==> config.mk <==
export PLATFORM = sky130hd
export DESIGN_NAME = bus_host_arbiter_flat
export DESIGN_NICKNAME = d
export VERILOG_FILES = /design/src/rtl/bus_host_arbiter_if.sv /design/src/rtl/bus_host_arbiter.sv /design/src/flat_wrapper.sv
export SDC_FILE = /design/constraint.sdc
export NUM_CORES = 1
export LEC_CHECK = 0
export ABC_AREA = 1
export CORE_AREA = 8 8 117 119
export DETAILED_ROUTE_END_ITERATION = 6
export DIE_AREA = 0 0 125 127
export DONT_BUFFER_PORTS = 1
export PLACE_DENSITY = 0.34
export SETUP_SLACK_MARGIN = 0.05
export SYNTH_ARGS = -nofsm -noshare
export SYNTH_HDL_FRONTEND = slang
export SYNTH_SLANG_ARGS = --single-unit
==> constraint.sdc <==
create_clock -name clk_i -period 2.05 [get_ports clk_i]
set_input_delay 0.41 -clock clk_i [delete_from_list [all_inputs] [get_ports clk_i]]
set_output_delay 0.41 -clock clk_i [all_outputs]
set_load 0.02 [all_outputs]
==> src/rtl/bus_host_arbiter_if.sv <==
// Host-side and device-side signal bundle for the round-robin bus host arbiter.
// The arbiter connects through the slave modport; hosts and the downstream device use master.
interface bus_host_arbiter_if #(
    parameter int NrHosts      = 2,
    parameter int DataWidth    = 32,
    parameter int AddressWidth = 32
);
    logic [NrHosts-1:0]                     host_req_i;
    logic [NrHosts-1:0][AddressWidth-1:0]   host_addr_i;
    logic [NrHosts-1:0]                     host_we_i;
    logic [NrHosts-1:0][DataWidth/8-1:0]    host_be_i;
    logic [NrHosts-1:0][DataWidth-1:0]      host_wdata_i;
    logic [NrHosts-1:0]                     host_gnt_o;
    logic [NrHosts-1:0]                     host_rvalid_o;
    logic [NrHosts-1:0][DataWidth-1:0]      host_rdata_o;
    logic [NrHosts-1:0]                     host_err_o;

    logic                                   dev_req_o;
    logic [AddressWidth-1:0]                dev_addr_o;
    logic                                   dev_we_o;
    logic [DataWidth/8-1:0]                 dev_be_o;
    logic [DataWidth-1:0]                   dev_wdata_o;
    logic                                   dev_gnt_i;
    logic                                   dev_rvalid_i;
    logic [DataWidth-1:0]                   dev_rdata_i;
    logic                                   dev_err_i;

    logic                                   spurious_rvalid_o;

    modport slave (
        input  host_req_i, host_addr_i, host_we_i, host_be_i, host_wdata_i,
        output host_gnt_o, host_rvalid_o, host_rdata_o, host_err_o,
        output dev_req_o, dev_addr_o, dev_we_o, dev_be_o, dev_wdata_o,
        input  dev_gnt_i, dev_rvalid_i, dev_rdata_i, dev_err_i,
        output spurious_rvalid_o
    );

    modport master (
        output host_req_i, host_addr_i, host_we_i, host_be_i, host_wdata_i,
        input  host_gnt_o, host_rvalid_o, host_rdata_o, host_err_o,
        input  dev_req_o, dev_addr_o, dev_we_o, dev_be_o, dev_wdata_o,
        output dev_gnt_i, dev_rvalid_i, dev_rdata_i, dev_err_i,
        input  spurious_rvalid_o
    );
endinterface

==> src/rtl/bus_host_arbiter.sv <==
// Round-robin arbiter sharing one downstream bus among NrHosts hosts, with an
// in-order ID FIFO that routes each device response back to the host that issued it.
//
// state      | meaning
// -----------+-----------------------------------------------------------------
// ST_FREE    | selection follows the round-robin pointer every cycle
// ST_LOCKED  | a request is on the bus but not yet granted; selection is frozen
module bus_host_arbiter #(
    parameter int NrHosts        = 2,
    parameter int DataWidth      = 32,
    parameter int AddressWidth   = 32,
    parameter int MaxOutstanding = 2
) (
    input  logic              clk_i,
    input  logic              rst_i,
    bus_host_arbiter_if.slave bus
);

    localparam int IdxW = $clog2(NrHosts);
    localparam int PtrW = (MaxOutstanding > 1) ? $clog2(MaxOutstanding) : 1;
    localparam int CntW = $clog2(MaxOutstanding + 1);

    typedef enum logic {
        ST_FREE,
        ST_LOCKED
    } state_t;

    state_t            state_q, state_d;
    logic [IdxW-1:0]   lock_sel_q, lock_sel_d;
    logic [IdxW-1:0]   ptr_q;
    logic [IdxW-1:0]   rr_sel, sel;
    logic [IdxW:0]     cand;

    logic [IdxW-1:0]   id_fifo_q [MaxOutstanding];
    logic [PtrW-1:0]   rd_q, wr_q;
    logic [CntW-1:0]   cnt_q;
    logic              fifo_full, fifo_empty;
    logic [IdxW-1:0]   head;

    logic              dev_req, grant, push, pop;
    logic [NrHosts-1:0]                 gnt_vec, rvalid_vec, err_vec;
    logic [NrHosts-1:0][DataWidth-1:0]  rdata_vec;

    assign fifo_full  = (cnt_q == CntW'(MaxOutstanding));
    assign fifo_empty = (cnt_q == '0);
    assign head       = id_fifo_q[rd_q];

    // Scan from the highest offset down so the nearest requester at/after ptr wins.
    always_comb begin
        rr_sel = ptr_q;
        cand   = '0;
        for (int i = NrHosts - 1; i >= 0; i--) begin
            cand = {1'b0, ptr_q} + (IdxW + 1)'(i);
            if (cand >= (IdxW + 1)'(NrHosts)) begin
                cand = cand - (IdxW + 1)'(NrHosts);
            end
            if (bus.host_req_i[cand[IdxW-1:0]]) begin
                rr_sel = cand[IdxW-1:0];
            end
        end
    end

    assign sel     = (state_q == ST_LOCKED) ? lock_sel_q : rr_sel;
    assign dev_req = bus.host_req_i[sel] & ~fifo_full & ~rst_i;
    assign grant   = dev_req & bus.dev_gnt_i;
    assign push    = grant;
    assign pop     = bus.dev_rvalid_i & ~fifo_empty & ~rst_i;

    always_comb begin
        state_d    = state_q;
        lock_sel_d = lock_sel_q;
        case (state_q)
            ST_FREE: begin
                if (dev_req && !bus.dev_gnt_i) begin
                    state_d    = ST_LOCKED;
                    lock_sel_d = rr_sel;
                end
            end
            ST_LOCKED: begin
                if (grant) begin
                    state_d = ST_FREE;
                end
            end
            default: state_d = ST_FREE;
        endcase
    end

    always_comb begin
        gnt_vec    = '0;
        rvalid_vec = '0;
        err_vec    = '0;
        rdata_vec  = '0;
        if (grant) begin
            gnt_vec[sel] = 1'b1;
        end
        if (pop) begin
            rvalid_vec[head] = 1'b1;
            err_vec[head]    = bus.dev_err_i;
            rdata_vec[head]  = bus.dev_rdata_i;
        end
    end

    always_ff @(posedge clk_i) begin
        if (rst_i) begin
            state_q    <= ST_FREE;
            lock_sel_q <= '0;
            ptr_q      <= '0;
            rd_q       <= '0;
            wr_q       <= '0;
            cnt_q      <= '0;
        end else begin
            state_q    <= state_d;
            lock_sel_q <= lock_sel_d;
            if (grant) begin
                ptr_q <= (sel == IdxW'(NrHosts - 1)) ? '0 : sel + IdxW'(1);
            end
            if (push) begin
                wr_q <= (wr_q == PtrW'(MaxOutstanding - 1)) ? '0 : wr_q + PtrW'(1);
            end
            if (pop) begin
                rd_q <= (rd_q == PtrW'(MaxOutstanding - 1)) ? '0 : rd_q + PtrW'(1);
            end
            case ({push, pop})
                2'b10:   cnt_q <= cnt_q + CntW'(1);
                2'b01:   cnt_q <= cnt_q - CntW'(1);
                default: cnt_q <= cnt_q;
            endcase
        end
    end

    // ID storage needs no reset: only entries between rd_q and wr_q are ever read.
    always_ff @(posedge clk_i) begin
        if (push && !rst_i) begin
            id_fifo_q[wr_q] <= sel;
        end
    end

    assign bus.dev_req_o         = dev_req;
    assign bus.dev_addr_o        = bus.host_addr_i[sel];
    assign bus.dev_we_o          = bus.host_we_i[sel];
    assign bus.dev_be_o          = bus.host_be_i[sel];
    assign bus.dev_wdata_o       = bus.host_wdata_i[sel];
    assign bus.host_gnt_o        = gnt_vec;
    assign bus.host_rvalid_o     = rvalid_vec;
    assign bus.host_rdata_o      = rdata_vec;
    assign bus.host_err_o        = err_vec;
    assign bus.spurious_rvalid_o = bus.dev_rvalid_i & fifo_empty & ~rst_i;

endmodule

==> src/flat_wrapper.sv <==
// flat-port wrapper written by rule: the top's interface ports become plain ports
module bus_host_arbiter_flat 
#(
    parameter int NrHosts        = 2,
    parameter int DataWidth      = 32,
    parameter int AddressWidth   = 32,
    parameter int MaxOutstanding = 2
)
  (clk_i, rst_i, bus_host_req_i, bus_host_addr_i, bus_host_we_i, bus_host_be_i, bus_host_wdata_i, bus_host_gnt_o, bus_host_rvalid_o, bus_host_rdata_o, bus_host_err_o, bus_dev_req_o, bus_dev_addr_o, bus_dev_we_o, bus_dev_be_o, bus_dev_wdata_o, bus_dev_gnt_i, bus_dev_rvalid_i, bus_dev_rdata_i, bus_dev_err_i, bus_spurious_rvalid_o);
  bus_host_arbiter_if #(.NrHosts(NrHosts), .DataWidth(DataWidth), .AddressWidth(AddressWidth)) bus_i ();
  input  logic clk_i;
  input  logic rst_i;
  input wire logic [$bits(bus_i.host_req_i)-1:0] bus_host_req_i;
  input wire logic [$bits(bus_i.host_addr_i)-1:0] bus_host_addr_i;
  input wire logic [$bits(bus_i.host_we_i)-1:0] bus_host_we_i;
  input wire logic [$bits(bus_i.host_be_i)-1:0] bus_host_be_i;
  input wire logic [$bits(bus_i.host_wdata_i)-1:0] bus_host_wdata_i;
  output wire logic [$bits(bus_i.host_gnt_o)-1:0] bus_host_gnt_o;
  output wire logic [$bits(bus_i.host_rvalid_o)-1:0] bus_host_rvalid_o;
  output wire logic [$bits(bus_i.host_rdata_o)-1:0] bus_host_rdata_o;
  output wire logic [$bits(bus_i.host_err_o)-1:0] bus_host_err_o;
  output wire logic [$bits(bus_i.dev_req_o)-1:0] bus_dev_req_o;
  output wire logic [$bits(bus_i.dev_addr_o)-1:0] bus_dev_addr_o;
  output wire logic [$bits(bus_i.dev_we_o)-1:0] bus_dev_we_o;
  output wire logic [$bits(bus_i.dev_be_o)-1:0] bus_dev_be_o;
  output wire logic [$bits(bus_i.dev_wdata_o)-1:0] bus_dev_wdata_o;
  input wire logic [$bits(bus_i.dev_gnt_i)-1:0] bus_dev_gnt_i;
  input wire logic [$bits(bus_i.dev_rvalid_i)-1:0] bus_dev_rvalid_i;
  input wire logic [$bits(bus_i.dev_rdata_i)-1:0] bus_dev_rdata_i;
  input wire logic [$bits(bus_i.dev_err_i)-1:0] bus_dev_err_i;
  output wire logic [$bits(bus_i.spurious_rvalid_o)-1:0] bus_spurious_rvalid_o;
  assign bus_i.host_req_i = bus_host_req_i;
  assign bus_i.host_addr_i = bus_host_addr_i;
  assign bus_i.host_we_i = bus_host_we_i;
  assign bus_i.host_be_i = bus_host_be_i;
  assign bus_i.host_wdata_i = bus_host_wdata_i;
  assign bus_host_gnt_o = bus_i.host_gnt_o;
  assign bus_host_rvalid_o = bus_i.host_rvalid_o;
  assign bus_host_rdata_o = bus_i.host_rdata_o;
  assign bus_host_err_o = bus_i.host_err_o;
  assign bus_dev_req_o = bus_i.dev_req_o;
  assign bus_dev_addr_o = bus_i.dev_addr_o;
  assign bus_dev_we_o = bus_i.dev_we_o;
  assign bus_dev_be_o = bus_i.dev_be_o;
  assign bus_dev_wdata_o = bus_i.dev_wdata_o;
  assign bus_i.dev_gnt_i = bus_dev_gnt_i;
  assign bus_i.dev_rvalid_i = bus_dev_rvalid_i;
  assign bus_i.dev_rdata_i = bus_dev_rdata_i;
  assign bus_i.dev_err_i = bus_dev_err_i;
  assign bus_spurious_rvalid_o = bus_i.spurious_rvalid_o;
  bus_host_arbiter #(.NrHosts(NrHosts), .DataWidth(DataWidth), .AddressWidth(AddressWidth), .MaxOutstanding(MaxOutstanding)) u_core (.clk_i(clk_i), .rst_i(rst_i), .bus(bus_i));
endmodule
==> flow_metrics.env <==
export IMPL_finish_utilization=0.247
export IMPL_insertion_delay_ns=0.23
export IMPL_synthCells=403
export IMPL_holdPathStages=1
export IMPL_die_area_um2=15900
export IMPL_drive_gt1_frac=0.263
export IMPL_timing_rr_end="u_core.cnt_q[1]$_SDFFE_PP0P_"
export IMPL_p_per_area_nw_per_um2=502
export IMPL_die_y_um=127
export IMPL_antenna_cells=0
export IMPL_core_rowCount=40
export IMPL_power_frac_seq=0.157
export IMPL_worst_slack_ns=0.0784
export IMPL_async_reset_ff_frac=0
export IMPL_fp_dieW_um=125
export IMPL_cp_max_fo=17
export IMPL_antenna_found_initial=0
export IMPL_cts_buffers=3
export IMPL_gp_congestion=0.858
export IMPL_clk_pin_slew_ns=0.04
export IMPL_synthTopCellsByArea="nand2_1, nor2_1, inv_1"
export IMPL_drv_slew=0
export IMPL_fmax_mhz=507
export IMPL_clk_path_buf_depth=2
export IMPL_netlist_area_um2=1810
export IMPL_ant_nets=0
export IMPL_hold_violations=0
export IMPL_startpoint_type="register"
export IMPL_r2r_cells=10
export IMPL_intPower_uw=714
export IMPL_critical_path_class="register to primary output"
export IMPL_synth_distinct_cells=22
export IMPL_combPwrFrac=0.613
export IMPL_root_buffer="clkbuf_16"
export IMPL_final_setup_tns_ns=0
export IMPL_yosysWarnings=0
export IMPL_ys_flop_type="dfxtp_1"
export IMPL_vdd_ir_drop_max_uv=222
export IMPL_grt_usage=0.122
export IMPL_crit_buf_inv=2
export IMPL_firstDrtPassIters=4
export IMPL_end_kind="primary output"
export IMPL_cts_tree="done"
export IMPL_fin_skew_ns=0.00324
export IMPL_netSwitchingFraction=0.513
export IMPL_synth_top_area_frac=0.461
export IMPL_synth_edf_count=2
export IMPL_grt_pass1_wl_um=15700
export IMPL_drt_vias_per_instance=4.43
export IMPL_nets=660
export IMPL_max_slew_margin=0.767
export IMPL_switchingPower_uw=751
export IMPL_min_from="rst_i"
export IMPL_h_tree_depth=1
export IMPL_hold_ws_ns=0.240
export IMPL_cp_slowest_stage_delay_ns=0.36
export IMPL_required_ns=1.64
export IMPL_area_growth_pct=61.6
export IMPL_grt_max_degree=52
export IMPL_synth_nets=581
export IMPL_io_buffers=0
export IMPL_crit_family="multiplexers"
export IMPL_clkPwrFrac=0.229
export IMPL_worst_slew_pin_slew_ns=0.342
export IMPL_initial_core_util=0.153
export IMPL_r2r_start="u_core.ptr_q$_SDFFE_PP0N_"
export IMPL_power_leakage_nw=1.82
export IMPL_synth_seq_cells=10
export IMPL_wire_per_inst_um=18.8
export IMPL_wirelength_um=11800
export IMPL_critPathSlowestCell="mux2i_2"
export IMPL_dp_slack_ns=0.123
export IMPL_rsz0062_at_grt="true"
export IMPL_drt_iter0_markers=197
export IMPL_grt_overflow_total=0
export IMPL_final_setup_viol_count=0
export IMPL_drc=0
export IMPL_syn_avg_cell_area_um2=4.48
export IMPL_hold_path_end="u_core.cnt_q[1]$_SDFFE_PP0P_"
export IMPL_p_total_mw=1.47
export IMPL_grt_pass1_vias=2745
export IMPL_fin_crit_sh=0.962
export IMPL_dp_hpwl_um=9740
export IMPL_yosys_area_top_type="nand2_1"
export IMPL_hold_path_class="primary input to register"
export IMPL_crit_arrival_ns=1.56
export IMPL_max_cap_viol_count=0
export IMPL_core_area_um2=11800
export IMPL_status="completed"
export IMPL_ios=318
export IMPL_yosysSeqAreaShare=0.122
export IMPL_vias=2778
export IMPL_path_cells="mux2i_2 -> nand2_4 -> clkbuf_16 -> nor2_1 -> buf_4"
export IMPL_clock_sinks=10
export IMPL_r2r_slack_ns=0.34
export IMPL_period_minus_slack_ns=1.97
[layout by cell type (no fill, tap or decap), drive strengths merged, types with 2 or more instances in the layout]
cell type and count:
inv 47, nand3 2, nor2 82, buf 88
nand4 2, nand2 223, a21oi 7, o21ai 2
dfxtp 8, edfxtp 2, clkbuf 9, nor3 2
[routing by layer]
metal,part of all wire,GRT usage
met1,0.36,0.127
met2,0.52,0.228
met3,0.12,0.0491
met4,0.0086,0.0215
met5,0,0
[logic make-up after synthesis]
kind of cell / Yosys count / share of synthesized area
flops: 10 / 0.122
compound gates: 10 / 0.0291
simple gates: 313 / 0.671
mux: 1 / 0.00554
fa+ha+maj: 1 / 0.00692
buf+inv: 68 / 0.166
[stage by stage]
step	instance area, um^2	std cells
finish	2920	627
floorplan	1810	403
CTS	2610	615
global route	2920	627
detailed placement	2510	612
global placement	2510	612
[synth_stat cells, drive strengths merged, types with 2 or more instances]
| master | number |
|---|---|
| o21ai | 2 |
| nor2 | 82 |
| nand3 | 2 |
| buf | 20 |
| nor3 | 2 |
| a21oi | 7 |
| dfxtp | 8 |
| inv | 48 |
| edfxtp | 2 |
| nand4 | 2 |
| nand2 | 223 |
[power groups by stage]
| stage | clock [mW] | combinational [mW] | sequential, mW |
|---|---|---|---|
| finish | 0.336 | 0.899 | 0.231 |
| global route | 0.352 | 0.971 | 0.233 |
| CTS | 0.342 | 0.804 | 0.229 |
| detailed placement | 0 | 0.797 | 0.232 |
| global placement | 0 | 0.797 | 0.232 |
| floorplan | 0 | 0.624 | 0.229 |
[how the worst max path moves through the flow]
stage	start	to	cells after the start	slack, ns
floorplan	bus_dev_rvalid_i	bus_host_rdata_o[33]	7	0.08
global placement	bus_host_req_i[1]	bus_dev_wdata_o[17]	7	0.15
detailed placement	bus_host_req_i[1]	bus_dev_wdata_o[17]	7	0.12
CTS	register	bus_dev_wdata_o[24]	8	0.05
global route	u_core.cnt_q[1]$_SDFFE_PP0P_	bus_host_rdata_o[47]	8	0.007
finish	register	bus_host_rdata_o[9]	5	0.08
[layout make-up]
| cell class | instances | area (um^2) |
|---|---|---|
| fillers | 1321 | 8890 |
| multi-input cells | 325 | 1360 |
| repair buffers | 94 | 876 |
| flip-flops and latches | 10 | 230 |
| inverters | 48 | 193 |
| well taps | 147 | 184 |
| clock buffers | 3 | 75.1 |
[repair_timing]
item,CTS,global route
setup endpoints to repair,107,127
hold buffers,0,0
pin swaps,0,3
buffers inserted,0,6
cloned,0,6
gates resized for setup,5,39
(Power assumes the default switching activity.)
